<file path="src/rtl/hash_round_engine_pkg.sv">
// Shared types and default sizing for the iterative hash-round engine.
package hash_pkg;

    typedef enum logic [1:0] {
        IDLE,
        CALC_SA,
        CALC_ROUND,
        DONE
    } state_t;

    typedef enum logic {
        MIX_ADD,
        MIX_XOR
    } mix_mode_t;

    localparam int unsigned DEF_W        = 8;
    localparam int unsigned DEF_NW       = 4;
    localparam int unsigned DEF_N_ROUNDS = 12;
    localparam int unsigned DEF_RHO_STEP = 1;

endpackage

</file>
<file path="src/rtl/hash_round_engine_if.sv">
// Block-in / digest-out handshake bundle for hash_round_engine.
interface hash_round_engine_if #(
    parameter int unsigned W  = 8,
    parameter int unsigned NW = 4
);
    logic                   in_valid;
    logic                   in_ready;
    logic [NW-1:0][W-1:0]   msg_in;
    logic [NW-1:0][W-1:0]   iv_in;
    logic                   abort;
    logic                   out_valid;
    logic                   out_ready;
    logic [NW-1:0][W-1:0]   hash_out;
    logic                   busy;
    logic [7:0]             round_idx;

    modport master (
        output in_valid, msg_in, iv_in, abort, out_ready,
        input  in_ready, out_valid, hash_out, busy, round_idx
    );

    modport slave (
        input  in_valid, msg_in, iv_in, abort, out_ready,
        output in_ready, out_valid, hash_out, busy, round_idx
    );
endinterface

</file>
<file path="src/rtl/hash_round_comb.sv">
// One combinational round: mix (add or xor with round index), theta, rho.
module hash_round_comb
    import hash_pkg::*;
#(
    parameter int unsigned W        = DEF_W,
    parameter int unsigned NW       = DEF_NW,
    parameter int unsigned RHO_STEP = DEF_RHO_STEP
) (
    input  logic [NW-1:0][W-1:0] h,
    input  logic [NW-1:0][W-1:0] iv,
    input  mix_mode_t            mode,
    input  logic [7:0]           r,
    output logic [NW-1:0][W-1:0] h_next
);

    logic [NW-1:0][W-1:0] mix;
    logic [NW-1:0][W-1:0] theta;
    logic [W-1:0]         r_w;
    logic [2*W-1:0]       dbl;

    always_comb begin
        mix    = '0;
        theta  = '0;
        h_next = '0;
        dbl    = '0;
        r_w    = W'(r);
        for (int unsigned i = 0; i < NW; i++) begin
            mix[i] = (mode == MIX_ADD) ? (h[i] + iv[i]) : (h[i] ^ iv[i] ^ r_w);
        end
        for (int unsigned i = 0; i < NW; i++) begin
            theta[i] = mix[i] ^ mix[(i + 1) % NW];
        end
        // Rotate-left via the upper half of a doubled word shifted left.
        for (int unsigned i = 0; i < NW; i++) begin
            dbl       = {theta[i], theta[i]} << ((i * RHO_STEP) % W);
            h_next[i] = dbl[2*W-1:W];
        end
    end

endmodule

</file>
<file path="src/rtl/hash_round_engine.sv">
// Iterative hash-round engine: absorbs a block + IV, runs N_ROUNDS rounds, holds digest until taken.
module hash_round_engine
    import hash_pkg::*;
#(
    parameter int unsigned W        = DEF_W,
    parameter int unsigned NW       = DEF_NW,
    parameter int unsigned N_ROUNDS = DEF_N_ROUNDS,
    parameter int unsigned RHO_STEP = DEF_RHO_STEP
) (
    input logic                 clk,
    input logic                 rst_n,
    hash_round_engine_if.slave  bus
);

    localparam logic [7:0] LAST_ROUND = 8'(N_ROUNDS - 1);

    state_t               state_q, state_d;
    logic [NW-1:0][W-1:0] h_q, h_d;
    logic [NW-1:0][W-1:0] iv_q, iv_d;
    logic [7:0]           round_q, round_d;
    logic [NW-1:0][W-1:0] h_round;
    mix_mode_t            mode;

    assign mode = (state_q == CALC_SA) ? MIX_ADD : MIX_XOR;

    hash_round_comb #(
        .W        (W),
        .NW       (NW),
        .RHO_STEP (RHO_STEP)
    ) u_round (
        .h      (h_q),
        .iv     (iv_q),
        .mode   (mode),
        .r      (round_q),
        .h_next (h_round)
    );

    always_ff @(posedge clk or negedge rst_n) begin
        if (!rst_n) begin
            state_q <= IDLE;
            h_q     <= '0;
            iv_q    <= '0;
            round_q <= '0;
        end else begin
            state_q <= state_d;
            h_q     <= h_d;
            iv_q    <= iv_d;
            round_q <= round_d;
        end
    end

    // Abort has priority over every other transition, including accept and transfer.
    always_comb begin
        state_d = state_q;
        if (bus.abort) begin
            state_d = IDLE;
        end else begin
            unique case (state_q)
                IDLE:                state_d = bus.in_valid ? CALC_SA : IDLE;
                CALC_SA, CALC_ROUND: state_d = (round_q == LAST_ROUND) ? DONE : CALC_ROUND;
                DONE:                state_d = bus.out_ready ? IDLE : DONE;
                default:             state_d = IDLE;
            endcase
        end
    end

    always_comb begin
        h_d     = h_q;
        iv_d    = iv_q;
        round_d = round_q;
        if (bus.abort) begin
            round_d = '0;
        end else begin
            unique case (state_q)
                IDLE: begin
                    if (bus.in_valid) begin
                        h_d     = bus.msg_in;
                        iv_d    = bus.iv_in;
                        round_d = '0;
                    end
                end
                CALC_SA, CALC_ROUND: begin
                    h_d     = h_round;
                    round_d = round_q + 8'd1;
                end
                DONE: begin
                    if (bus.out_ready) round_d = '0;
                end
                default: ;
            endcase
        end
    end

    always_comb begin
        bus.in_ready  = (state_q == IDLE);
        bus.busy      = (state_q == CALC_SA) || (state_q == CALC_ROUND);
        bus.out_valid = (state_q == DONE);
        bus.hash_out  = h_q;
        bus.round_idx = round_q;
    end

endmodule
</file>
<file path="src/flat_wrapper.sv">
// flat-port wrapper written by rule: the top's interface ports become plain ports
module hash_round_engine_flat import hash_pkg::*;
#(
    parameter int unsigned W        = DEF_W,
    parameter int unsigned NW       = DEF_NW,
    parameter int unsigned N_ROUNDS = DEF_N_ROUNDS,
    parameter int unsigned RHO_STEP = DEF_RHO_STEP
)
  (clk, rst_n, bus_in_valid, bus_msg_in, bus_iv_in, bus_abort, bus_out_ready, bus_in_ready, bus_out_valid, bus_hash_out, bus_busy, bus_round_idx);
  hash_round_engine_if #(.W(W), .NW(NW)) bus_i ();
  input logic clk;
  input logic rst_n;
  input wire logic [$bits(bus_i.in_valid)-1:0] bus_in_valid;
  input wire logic [$bits(bus_i.msg_in)-1:0] bus_msg_in;
  input wire logic [$bits(bus_i.iv_in)-1:0] bus_iv_in;
  input wire logic [$bits(bus_i.abort)-1:0] bus_abort;
  input wire logic [$bits(bus_i.out_ready)-1:0] bus_out_ready;
  output wire logic [$bits(bus_i.in_ready)-1:0] bus_in_ready;
  output wire logic [$bits(bus_i.out_valid)-1:0] bus_out_valid;
  output wire logic [$bits(bus_i.hash_out)-1:0] bus_hash_out;
  output wire logic [$bits(bus_i.busy)-1:0] bus_busy;
  output wire logic [$bits(bus_i.round_idx)-1:0] bus_round_idx;
  assign bus_i.in_valid = bus_in_valid;
  assign bus_i.msg_in = bus_msg_in;
  assign bus_i.iv_in = bus_iv_in;
  assign bus_i.abort = bus_abort;
  assign bus_i.out_ready = bus_out_ready;
  assign bus_in_ready = bus_i.in_ready;
  assign bus_out_valid = bus_i.out_valid;
  assign bus_hash_out = bus_i.hash_out;
  assign bus_busy = bus_i.busy;
  assign bus_round_idx = bus_i.round_idx;
  hash_round_engine #(.W(W), .NW(NW), .N_ROUNDS(N_ROUNDS), .RHO_STEP(RHO_STEP)) u_core (.clk(clk), .rst_n(rst_n), .bus(bus_i));
endmodule
</file>
<file path="config.mk">
export PLATFORM = sky130hd
export DESIGN_NAME = hash_round_engine_flat
export DESIGN_NICKNAME = d
export VERILOG_FILES = /design/src/rtl/hash_round_engine_pkg.sv /design/src/rtl/hash_round_engine_if.sv /design/src/rtl/hash_round_comb.sv /design/src/rtl/hash_round_engine.sv /design/src/flat_wrapper.sv
export SDC_FILE = /design/constraint.sdc
export NUM_CORES = 1
export LEC_CHECK = 0
export BUFFER_PORTS_ARGS = -buffer_cell sky130_fd_sc_hd__buf_4
export CORE_AREA = 2 2 115 117
export CTS_CLUSTER_SIZE = 10
export DETAILED_ROUTE_END_ITERATION = 16
export DIE_AREA = 0 0 117 119
export HOLD_SLACK_MARGIN = 0.12
export PLACE_DENSITY = 0.67
export SLEW_MARGIN = 30
export SYNTH_ARGS = -nofsm -noshare
export SYNTH_HDL_FRONTEND = slang
export SYNTH_SLANG_ARGS = --single-unit
</file>
<file path="constraint.sdc">
create_clock -name clk -period 3.6 [get_ports clk]
set_clock_uncertainty 0.2 [all_clocks]
set_input_delay 0.72 -clock clk [delete_from_list [all_inputs] [get_ports clk]]
set_output_delay 0.72 -clock clk [all_outputs]
set_load 0.01 [all_outputs]
</file>
# After elaboration in Yosys (flattened, before gate mapping)
# Index checks and enable logic that the tools add are counted.
# W data, S select, Z words.
[op_classes]
addsub = 5
n_eq_ne = 7
mux = 15
bitwise_logic = 13
n_reduce_logical = 7
[op_table]
columns = ["op", "n"]
rows = [
  ["$xor A8 B8 Y8", 12],
  ["$pmux W32 S2", 1],
  ["$mux W8", 7],
  ["$add A8 B8 Y8", 4],
  ["$mux W32", 1],
  ["$pmux W8 S3", 1],
  ["$add A8 B1 Y8 const B", 1],
  ["$eq A8 B4 Y1 const B", 1],
  ["$ne A3 B3 Y1 const B", 2],
  ["$pmux W2 S3", 1],
  ["$reduce_and A3 Y1", 2],
  ["$eq A2 B2 Y1 const B", 2],
  ["$mux W2", 2],
  ["$eq A2 B1 Y1 const B", 1],
  ["$logic_not A2 Y1", 1],
  ["$mux W1", 2],
  ["$ne A2 B2 Y1 const B", 1],
  ["$reduce_and A2 Y1", 1],
  ["$reduce_bool A2 Y1", 1],
  ["$reduce_or A2 Y1", 1],
  ["$logic_or A1 B1 Y1", 1],
  ["$not A1 Y1", 1],
]
[totals]
ff_bits = 74
inputBits = 69
out_inout_bits = 43
word_cells = 57

# Depth between registers and ports, before layout
[depth]
depth_word = 5
ltp_mapped = 10
mapped_depth_nobuf = 9

# By module
# From an unflattened synthesis, not the netlist that was laid out.
[unflattened]
hier_cells = 491
hier_area_um2 = 5418.9
[modules_own_cells]
columns = ["module", "instances", "cells_per_inst", "area_per_inst_um2", "seq_area_each_um2"]
rows = [
  ["hash_round_engine", 1, 255, 3542.1, 1851.8],
  ["hash_round_comb", 1, 236, 1876.8, 0.0],
]

# Least setup slack after synthesis
# OpenSTA, ideal clock, no wires.
[synth_path]
path_kind = "reg-to-reg"
startpoint = "reg u_core.h_q, in the netlist u_core.bus.hash_out[8]"
endpoint = "reg u_core.h_q, in the netlist u_core.bus.hash_out[15]"
setup_ns = 0.133
arrival_ns = 2.057
required_time_ns = 3.267
slack_ns = 1.210
path_stages_with_launch = 9
n_path_buf = 0
synth_period_minus_slack_ns = 2.390
path_cell_list = "dfrtp_1 > ha_1 > fa_1 > a21o_1 > a21oi_1 > o22ai_1 > xor2_1 > xor2_1 > o21ai_0"
[synth_between]
elab_chain_cells = 4
[synth_rtl]
columns = ["element", "line_no", "text"]
rows = [
  ["from (decl)", "hash_round_engine.sv:18", "logic [NW-1:0][W-1:0] h_q, h_d;"],
  ["from (signal assigned)", "hash_round_engine.sv:41", "h_q <= '0;"],
  ["from (signal assigned)", "hash_round_engine.sv:46", "h_q <= h_d;"],
  ["$add A8 B8 Y8", "hash_round_comb.sv:28", "mix[i] = (mode == MIX_ADD) ? (h[i] + iv[i]) : (h[i] ^ iv[i] ^ r_w);"],
  ["$mux W8", "hash_round_comb.sv:28", ""],
  ["$xor A8 B8 Y8", "hash_round_comb.sv:31", "theta[i] = mix[i] ^ mix[(i + 1) % NW];"],
  ["$pmux W32 S2", "hash_round_engine.sv:74", "unique case (state_q)"],
]
# Every way passes these cells.
# A chain may end at the register's enable or synchronous reset.

# Worst setup path in the final report
[layout_path]
startpoint = "reg u_core.h_q, in the netlist u_core.bus.hash_out[8]"
endpoint = "reg u_core.h_q, in the netlist u_core.bus.hash_out[6]"
# Same word-level chain as after synthesis.

==> metrics.cfg <==
[route]
firstDrtPassIters = 5
routed_via_density = 5.365
highest_layer = met4
ant_nets = 0
drc = 0
wl_met1_um = 6773
met3RoutedLength_um = 810
wl_met2_um = 7202
vias = 4415
wl_um = 14990
drt_iter0_markers = 396
post_drt_wl_per_cell_um = 18.21

[floorplan]
start_util_pct = 38.95
die_h_um = 119
die_area_sq_um = 13920
core_area_sq_um = 12870
io_pins = 112
rows = 42
die_w_um = 117

[timing]
setup_ws_ns = 0.8167
slew_headroom_pct = 41.20
post-route-period-util_pct = 77.31
worst_slew_pin_slew_ns = 0.8820
fmax_mhz = 359.3
setup_viol = 0
rsz0062_at_grt = false
maxSlewViolCount = 0
hold_viol = 0
min_period_ns = 2.783
tns_ns = 0

[cells_and_area]
fin_util_pct = 48.70
multiInputGateArea_sq_um = 2970
final_area_sq_um = 6270
area_delta_synth_final_pct = 25.02
fillers = 1225
regArea_sq_um = 1852
antennaDiodeCount = 0
finalNonFillerCells = 823
drive_above_1_share_pct = 24.73
nets = 751

[worst_hold_path]
hp-class = input port to async pin

[grt]
grt_start_max_net_pins = 75
antenna_found_initial = 0
grt-ovfl-total = 0
first_global_vias = 4442
globalRouteTotalUtil_pct = 22.63
grt_pass1_wl_um = 23890

[critical_path]
arrival_ns = 2.79
startpoint_type = flop
worstPathMaxFanout = 5
crit-reg2reg-launch = u_core.bus.hash_out[8]
path_class = flop to flop
slowest_stage = fa_1
crit_path_frequent_cell = xor2_1
critPathCaptureType = flop
worstRegToRegCells = 8
cp_slowest_stage_delay_ns = 0.45
cp.required_ns = 3.60
r2r-end = u_core.bus.hash_out[6]
r2r_slack_ns = 0.82
path_cells = ha_1, fa_1, a21o_1, a21oi_1, o22ai_1, xor2_1, xor2_1, o21ai_0
crit_buf_inv = 0
path_delay_family = compound AO/OA/AOI/OAI gates

[synthesis]
synth-seq-area-share_pct = 36.93
synth_seq_cells = 74
syn_nets = 647
synth_warnings = 0
syn_area_sq_um = 5015
synth.distinct_cells = 38
postSynthCellCount = 542
avgSynthCellArea_sq_um = 9.252

[run]
maxCapViolCount = 0

[pwr]
p_int_mw = 2.953
powerDensity_nw_per_um2 = 810.8
vdd_drop_max_mv = 0.3708
leakagePower_nw = 2.836
p_sw_share_pct = 41.91
combPwrFrac_pct = 58.3
clockPowerShare_pct = 15.7
power_switching_mw = 2.131
p_seq_share_pct = 25.9

[placement]
hpwl_um = 11370
dpl_cell_area_sq_um = 6018
dp_slack_ns = 0.8547
dp.cells = 811
gp_congestion = 0.9140
port_buffers = 111

[clocking]
cts_setup_buffers = 0
cts_max_level = 3
cts_root_buf = clkbuf_16
postCtsHoldBufs = 0
numCtsBuffers = 9
clk_pin_slew_ns = 0.06
cts_tree = built
max-clock-path-buffers = 2
clk_latency_ns = 0.35
cts_sinks = 74
cts_resized = 0

[status]
status = finished, final reports clean

## synthesized netlist by cell type
library cell   n  area, sq um
clkbuf_1      14        52.55
nor2_1        28        105.1
ha_1          32        400.4
nor3_1        14        70.07
nand2_1       42        157.7
a211oi_1      16        120.1
buf_1          6        22.52
and2_1         4        25.02
dfrtp_1       74         1852
a21oi_1       42        210.2
and3_1        18        112.6
nor4_1         2        12.51
nand3_1       13        65.06
fa_1           4        80.08
o21ai_0       46        230.2
nor3b_1        2        15.01
nand2b_1       1        6.260
or3_1          4        25.02
a21boi_0       2        15.01
a21o_1         5        37.54
a2111oi_0      1        8.760
o21ai_1        2        10.01
mux2i_1        7        70.07
xnor2_1       47        411.6
inv_1         26        97.59
nor2b_1       10        62.56
o21a_1         3        22.52
xnor3_1        2        45.04
o22ai_1        1        6.260
or2_2          2        12.51
a31oi_1       15        93.84
nand4_1        2        12.51
buf_2          4        20.02
a32oi_1        1        8.760
xor2_1        15        131.4
mux2_2        30        337.8
mux2_1         2        22.52
nor4b_1        3        26.28
## power groups by stage
stage	sequential [mW]	clock [mW]	combinational, mW
CTS	1.32	0.819	2.96
detailed placement	1.34	0	2.94
global route	1.35	0.855	3.25
finish	1.32	0.799	2.97
global placement	1.32	0	2.92
floorplan	1.32	0	2.04
## worst max path at each step
stage | from | depth (start not counted) | to
2_1_floorplan | u_core.bus.hash_out[8] | 8 | u_core.bus.hash_out[15]
3_3_place_gp | u_core.bus.hash_out[24] | 9 | u_core.bus.hash_out[25]
3_5_place_dp | u_core.bus.hash_out[8] | 8 | u_core.bus.hash_out[6]
4_1_cts | u_core.bus.hash_out[8] | 8 | u_core.bus.hash_out[6]
5_1_grt | u_core.bus.hash_out[8] | 8 | u_core.bus.hash_out[6]
6_report | u_core.bus.hash_out[8] | 8 | u_core.bus.hash_out[6]
## through the flow
| step | hold WS (ns) | total power, mW |
|---|---|---|
| final | 0.1846 | 5.084 |
| after global routing | 0.2599 | 5.453 |
| after CTS | 0.3192 | 5.100 |
| after detailed placement | 0.3008 | 4.276 |
| after global placement | 0.2897 | 4.244 |
| after floorplan | 0.2244 | 3.357 |
## kinds of logic after synthesis
| group | share of synthesized area [%] |
|---|---|
| buffers and inverters | 3.842 |
| AO/OA/AOI/OAI | 15.22 |
| XOR/XNOR | 11.73 |
| multiplexers | 8.583 |
| flip-flops | 36.93 |
| AND/OR/NAND/NOR | 14.12 |
| adder cells (fa/ha/maj) | 9.581 |
## routing by layer
metal	up-vias	GRT usage [%]
met5	-	0
met4	0	5.956
met3	15	4.733
met2	145	36.63
met1	2148	30.70
li1	2107	-
## sequential cells by signal, indices dropped and copies added, names as in the netlist
register,count
u_core.bus.hash_out,32
u_core.bus.round_idx,8
u_core.iv_q,32
u_core.state_q,2
## layout make-up
| class | count | area share [%] |
|---|---|---|
| sequential | 74 | 29.54 |
| clock buffer | 11 | 3.871 |
| inverter | 26 | 1.557 |
| clock inverter | 1 | 0.07982 |
| timing repair buffer | 117 | 14.07 |
| tap | 176 | 3.512 |
| multi-input combinational | 418 | 47.38 |
## cell usage in the layout (no fill, tap or decap), types with 7 or more instances in the layout
master     instances
a211oi_1          16
buf_4            116
ha_1              32
mux2i_1            7
nor2b_1           10
xnor2_1           47
a31oi_1           15
nor2_1            28
xor2_1            15
mux2_2            30
nand2_1           42
a21oi_1           42
nor3_1            14
inv_1             26
and3_1            18
dfrtp_1           74
o21ai_0           46
clkbuf_16          9
nand3_1           13
Power figures use the tool's default switching activity.
